==> src/rtl/mult_pkg.sv <==
// Shared types and default sizing for the
// approximate sequential multiplier.
package mult_pkg;

  localparam int WIDTH_DEF = 8;
  localparam int TRUNC_DEF = 2;

  typedef enum logic [1:0] {
    IDLE,
    RUN,
    DONE
  } state_e;

endpackage

==> src/rtl/approx_mult_ctrl.sv <==
// FSM and down-counter sequencing the
// shift-add datapath of approx_seq_mult.
module approx_mult_ctrl
  import mult_pkg::*;
#(
  parameter int WIDTH = WIDTH_DEF,
  parameter int TRUNC = TRUNC_DEF
) (
  input  logic clk,
  input  logic rst_n,
  input  logic start,
  input  logic approx_en,
  output logic load,
  output logic step,
  output logic last,
  output logic busy,
  output logic done
);

  localparam int CW = $clog2(WIDTH + 1);

  state_e        state_q, state_d;
  logic [CW-1:0] count_q, count_d;

  // state and iteration counter registers
  always_ff @(posedge clk or negedge rst_n) begin
    if (!rst_n) begin
      state_q <= IDLE;
      count_q <= '0;
    end else begin
      state_q <= state_d;
      count_q <= count_d;
    end
  end

  // next-state, counter update and datapath strobes
  always_comb begin
    state_d = state_q;
    count_d = count_q;
    load    = 1'b0;
    step    = 1'b0;
    last    = 1'b0;
    unique case (state_q)
      IDLE: begin
        if (start) begin
          load    = 1'b1;
          count_d = approx_en ? CW'(WIDTH - TRUNC)
                              : CW'(WIDTH);
          state_d = RUN;
        end
      end
      RUN: begin
        step    = 1'b1;
        count_d = count_q - CW'(1);
        if (count_q == CW'(1)) begin
          last    = 1'b1;
          state_d = DONE;
        end
      end
      DONE: begin
        state_d = IDLE;
      end
      default: begin
        state_d = IDLE;
      end
    endcase
  end

  assign busy = (state_q == RUN);
  assign done = (state_q == DONE);

endmodule

==> src/rtl/approx_seq_mult.sv <==
// Iterative shift-add multiplier with run-time
// exact/approximate mode and aligned mux select.
module approx_seq_mult
  import mult_pkg::*;
#(
  parameter int WIDTH = WIDTH_DEF,
  parameter int TRUNC = TRUNC_DEF
) (
  input  logic               clk,
  input  logic               rst_n,
  input  logic               start,
  input  logic [WIDTH-1:0]   a,
  input  logic [WIDTH-1:0]   b,
  input  logic               approx_en,
  output logic               busy,
  output logic               done,
  output logic [2*WIDTH-1:0] product,
  output logic               approx_flag
);

  localparam int PW = 2 * WIDTH;

  logic load, step, last;

  logic [PW-1:0]    mcand_q, mcand_d;
  logic [WIDTH-1:0] mplier_q, mplier_d;
  logic [PW-1:0]    acc_q, acc_d;
  logic             mode_q, mode_d;
  logic [PW-1:0]    product_q, product_d;
  logic             flag_q, flag_d;
  logic [PW-1:0]    acc_sum;

  approx_mult_ctrl #(
    .WIDTH (WIDTH),
    .TRUNC (TRUNC)
  ) u_ctrl (
    .clk       (clk),
    .rst_n     (rst_n),
    .start     (start),
    .approx_en (approx_en),
    .load      (load),
    .step      (step),
    .last      (last),
    .busy      (busy),
    .done      (done)
  );

  // datapath registers
  always_ff @(posedge clk or negedge rst_n) begin
    if (!rst_n) begin
      mcand_q   <= '0;
      mplier_q  <= '0;
      acc_q     <= '0;
      mode_q    <= 1'b0;
      product_q <= '0;
      flag_q    <= 1'b0;
    end else begin
      mcand_q   <= mcand_d;
      mplier_q  <= mplier_d;
      acc_q     <= acc_d;
      mode_q    <= mode_d;
      product_q <= product_d;
      flag_q    <= flag_d;
    end
  end

  // shift-add step; the result and its mode flag
  // are published together as RUN hands over to DONE
  always_comb begin
    mcand_d   = mcand_q;
    mplier_d  = mplier_q;
    acc_d     = acc_q;
    mode_d    = mode_q;
    product_d = product_q;
    flag_d    = flag_q;
    acc_sum   = acc_q + (mplier_q[0] ? mcand_q : '0);
    if (load) begin
      mcand_d  = approx_en ? (PW'(a) << TRUNC) : PW'(a);
      mplier_d = approx_en ? (b >> TRUNC) : b;
      acc_d    = '0;
      mode_d   = approx_en;
    end else if (step) begin
      acc_d    = acc_sum;
      mcand_d  = mcand_q << 1;
      mplier_d = mplier_q >> 1;
      if (last) begin
        product_d = acc_sum;
        flag_d    = mode_q;
      end
    end
  end

  assign product     = product_q;
  assign approx_flag = flag_q;

endmodule

==> config.mk <==
export PLATFORM = sky130hd
export DESIGN_NAME = approx_seq_mult
export DESIGN_NICKNAME = d
export VERILOG_FILES = /design/src/rtl/mult_pkg.sv /design/src/rtl/approx_mult_ctrl.sv /design/src/rtl/approx_seq_mult.sv
export SDC_FILE = /design/constraint.sdc
export NUM_CORES = 1
export LEC_CHECK = 0
export CAP_MARGIN = 20
export CORE_ASPECT_RATIO = 0.7
export CORE_UTILIZATION = 45
export DETAILED_ROUTE_END_ITERATION = 10
export HOLD_SLACK_MARGIN = 0.1
export PLACE_DENSITY = 0.66
export SLEW_MARGIN = 20
export SYNTH_ARGS = -nofsm -noshare
export SYNTH_HDL_FRONTEND = slang
export SYNTH_SLANG_ARGS = --single-unit
==> constraint.sdc <==
create_clock -name clk -period 5.05 [get_ports clk]
set_input_delay 0.7575 -clock clk [delete_from_list [all_inputs] [get_ports clk]]
set_output_delay 0.7575 -clock clk [all_outputs]
set_load 0.05 [all_outputs]
==> results.json <==
{
  "status": "completed",
  "crit_path_end_kind": "output pin",
  "drtAntennaViolNets": 0,
  "slowest_stage": "clkdlybuf4s50_1",
  "min_period_ns": 3.37,
  "ctsHtreeMaxLevel": 3,
  "grt_pass1_wl_um": 13800,
  "synthToLayoutAreaGrowth_pct": 17.8,
  "yosys.area.top_type": "dfrtp_1",
  "clk_pin_slew_ns": 0.07,
  "die_y_um": 76.1,
  "vias": 2820,
  "drv_cap": 0,
  "synth_nets": 398,
  "top_usage_layer": "met2",
  "grt_pass1_vias": 2792,
  "drv_slew": 0,
  "cts-root-buf": "clkbuf_8",
  "regArea_um2": 1600,
  "synth_edf_count": 0,
  "drc_errors": 0,
  "path_buf_inv": 2,
  "antenna_found_initial": 0,
  "slowest_delay_ns": 0.82,
  "critical_path_class": "flip-flop to output pin",
  "setup_viol": 0,
  "initial_core_util": 0.473,
  "clockBufferDepth": 2,
  "p_leak_nw": 1.91,
  "grtUsageMet3": 0.0590,
  "met2_usage": 0.330,
  "syn_area_um2": 3530,
  "fin_nets": 433,
  "finalCritPeriodShare": 0.668,
  "n_antenna_cell": 0,
  "die_x_um": 108,
  "cts_hold_buffers": 0,
  "ys_top_cells_by_count": "dfrtp_1 (64), nand2_1 (45), o21ai_0 (30)",
  "rsz0062_at_grt": "false",
  "ys_ff_latch": 64,
  "grt-ovfl-total": 0,
  "fin_cells": 498,
  "hp-class": "flip-flop to flip-flop",
  "globalRouteMet1Util": 0.303,
  "first_iter_violations": 141,
  "power.density_nw_per_um2": 561,
  "tns_ns": 0,
  "crit_chain": "nand2_1 -> inv_1 -> clkdlybuf4s50_1",
  "synth-seq-area-share": 0.454,
  "yosysMostFrequentCell": "dfrtp_1",
  "required_ns": 4.29,
  "synth_cells": 360,
  "cp-start-kind": "flip-flop",
  "cts_num_sinks": 64,
  "yosysUniqueCellTypes": 46,
  "yosys_warnings": 0,
  "synth-async-reset-ratio": 1.00,
  "worst_pin_slew_ns": 0.792,
  "cts_tree": "yes",
  "drive_above_1_share": 0.103,
  "core_um2": 7450,
  "final-hold-violation-count": 0,
  "routabilityCongestion": 0.804,
  "synth_top_area_share": 0.454,
  "std_cell_rows": 26,
  "max_freq_mhz": 297,
  "synth.area.top_cells": "dfrtp_1 (45%), ha_1 (6.0%), nand2_1 (4.8%)",
  "die_area_um2": 8200,
  "slew_headroom": 0.472,
  "worstPathMaxFanout": 22,
  "grt_max_degree": 65,
  "cp.arrival_ns": 2.61,
  "rrSetupSlack_ns": 2.16,
  "post_cts_buffers": 0,
  "synthFlopType": "dfrtp_1",
  "worst_clock_skew_ns": 0.00744,
  "grt_usage": 0.219,
  "io_buffers": 38,
  "wl_per_cell_um": 16.3,
  "nFillCells": 686,
  "firstDrtPassIters": 5,
  "multi_input_area_um2": 1810,
  "dp_cells": 482,
  "io_pins": 39,
  "syn_area_per_cell_um2": 9.80,
  "critical_path.top_delay_family": "buffers and inverters",
  "cts_buffers": 9,
  "clk-insertion-delay-late_ns": 0.35,
  "ctsResizeCount": 0,
  "max-vdd-ir-drop_mv": 0.300,
  "wirelength_um": 8130,
  "dp_hpwl_um": 5870,
  "viasPerCell": 5.66
}
-- state kept, by name, indices dropped and copies added (netlist names) --
register and flops:
mode_q 1, acc_q 16, u_ctrl.state_q 2, product 16, mcand_q 16, approx_flag 1, u_ctrl.count_q 4, mplier_q 8
-- through the flow --
step	worst slack, ns	util	total power, mW	hold WS (ns)	area, um^2
global placement	2.08	0.534	1.92	0.455	3980
floorplan	2.58	-	1.63	0.435	3530
detailed placement	2.06	0.534	1.96	0.460	3980
finish	1.68	0.558	2.33	0.467	4150
global route	1.45	0.558	2.50	0.510	4150
CTS	1.67	0.557	2.34	0.473	4150
-- routing by layer --
metal,vias up,routed length [um]
met5,-,0
met3,6,379
li1,1371,-
met1,1370,3950
met4,0,64
met2,73,3740
-- final timing paths --
kind	cells past startpoint	end	from
hold / removal	2	approx_flag	mode_q
hold reg to reg	2	approx_flag	mode_q
max in group asynchronous	2	mplier_q[6]	rst_n
setup reg to reg	8	product[8]	mplier_q[0]
min in group asynchronous	2	acc_q[15]	rst_n
setup / recovery	3	busy	u_ctrl.state_q[0]
-- cells by family after synthesis --
kind of cell / after synthesis / share of synthesized area
DFF: 64 / 0.454
AOI/OAI and AO/OA: 111 / 0.215
buffers and inverters: 32 / 0.0369
adders and majority gates: 18 / 0.0660
xor gates and xnor gates: 11 / 0.0273
and+or+nand+nor: 105 / 0.142
muxes: 19 / 0.0589
-- cell usage in the layout (no fill, tap or decap), types with 8 or more instances in the layout --
| cell | synthesis | layout |
|---|---|---|
| dfrtp_1 | 64 | 64 |
| nand2_1 | 45 | 45 |
| clkdlybuf4s50_1 | 0 | 37 |
| o21ai_0 | 30 | 30 |
| nor2_1 | 18 | 18 |
| and2_1 | 17 | 17 |
| ha_1 | 17 | 17 |
| a21oi_1 | 16 | 16 |
| a22o_1 | 16 | 16 |
| a22oi_1 | 16 | 16 |
| inv_1 | 14 | 14 |
| mux2_2 | 14 | 14 |
| clkbuf_8 | 0 | 10 |
| xnor2_1 | 8 | 8 |
-- layout make-up --
cell class / count / area share
Timing Repair Buffer: 42 / 0.0976
Multi-Input combinational cell: 264 / 0.435
Inverter: 14 / 0.0127
Clock buffer: 12 / 0.0349
Clock inverter: 4 / 0.00482
Sequential cell: 64 / 0.386
Tap cell: 98 / 0.0295
-- power breakdown --
| group | total, mW | switching [mW] | internal (mW) |
|---|---|---|---|
| sequential | 0.873 | 0.165 | 0.708 |
| combinational | 1.08 | 0.654 | 0.423 |
| clock | 0.381 | 0.192 | 0.188 |
| total | 2.33 | 1.01 | 1.32 |
-- worst reg2reg max path: stages, from the launching register on --
cell and delay [ns]:
dfrtp_1 0.55, and2_1 0.23, ha_1 0.22, fa_1 0.42, a21o_1 0.23, a221oi_1 0.47
o21ai_0 0.21, xor2_1 0.18, mux2_2 0.27
Power figures use the tool's default switching activity.
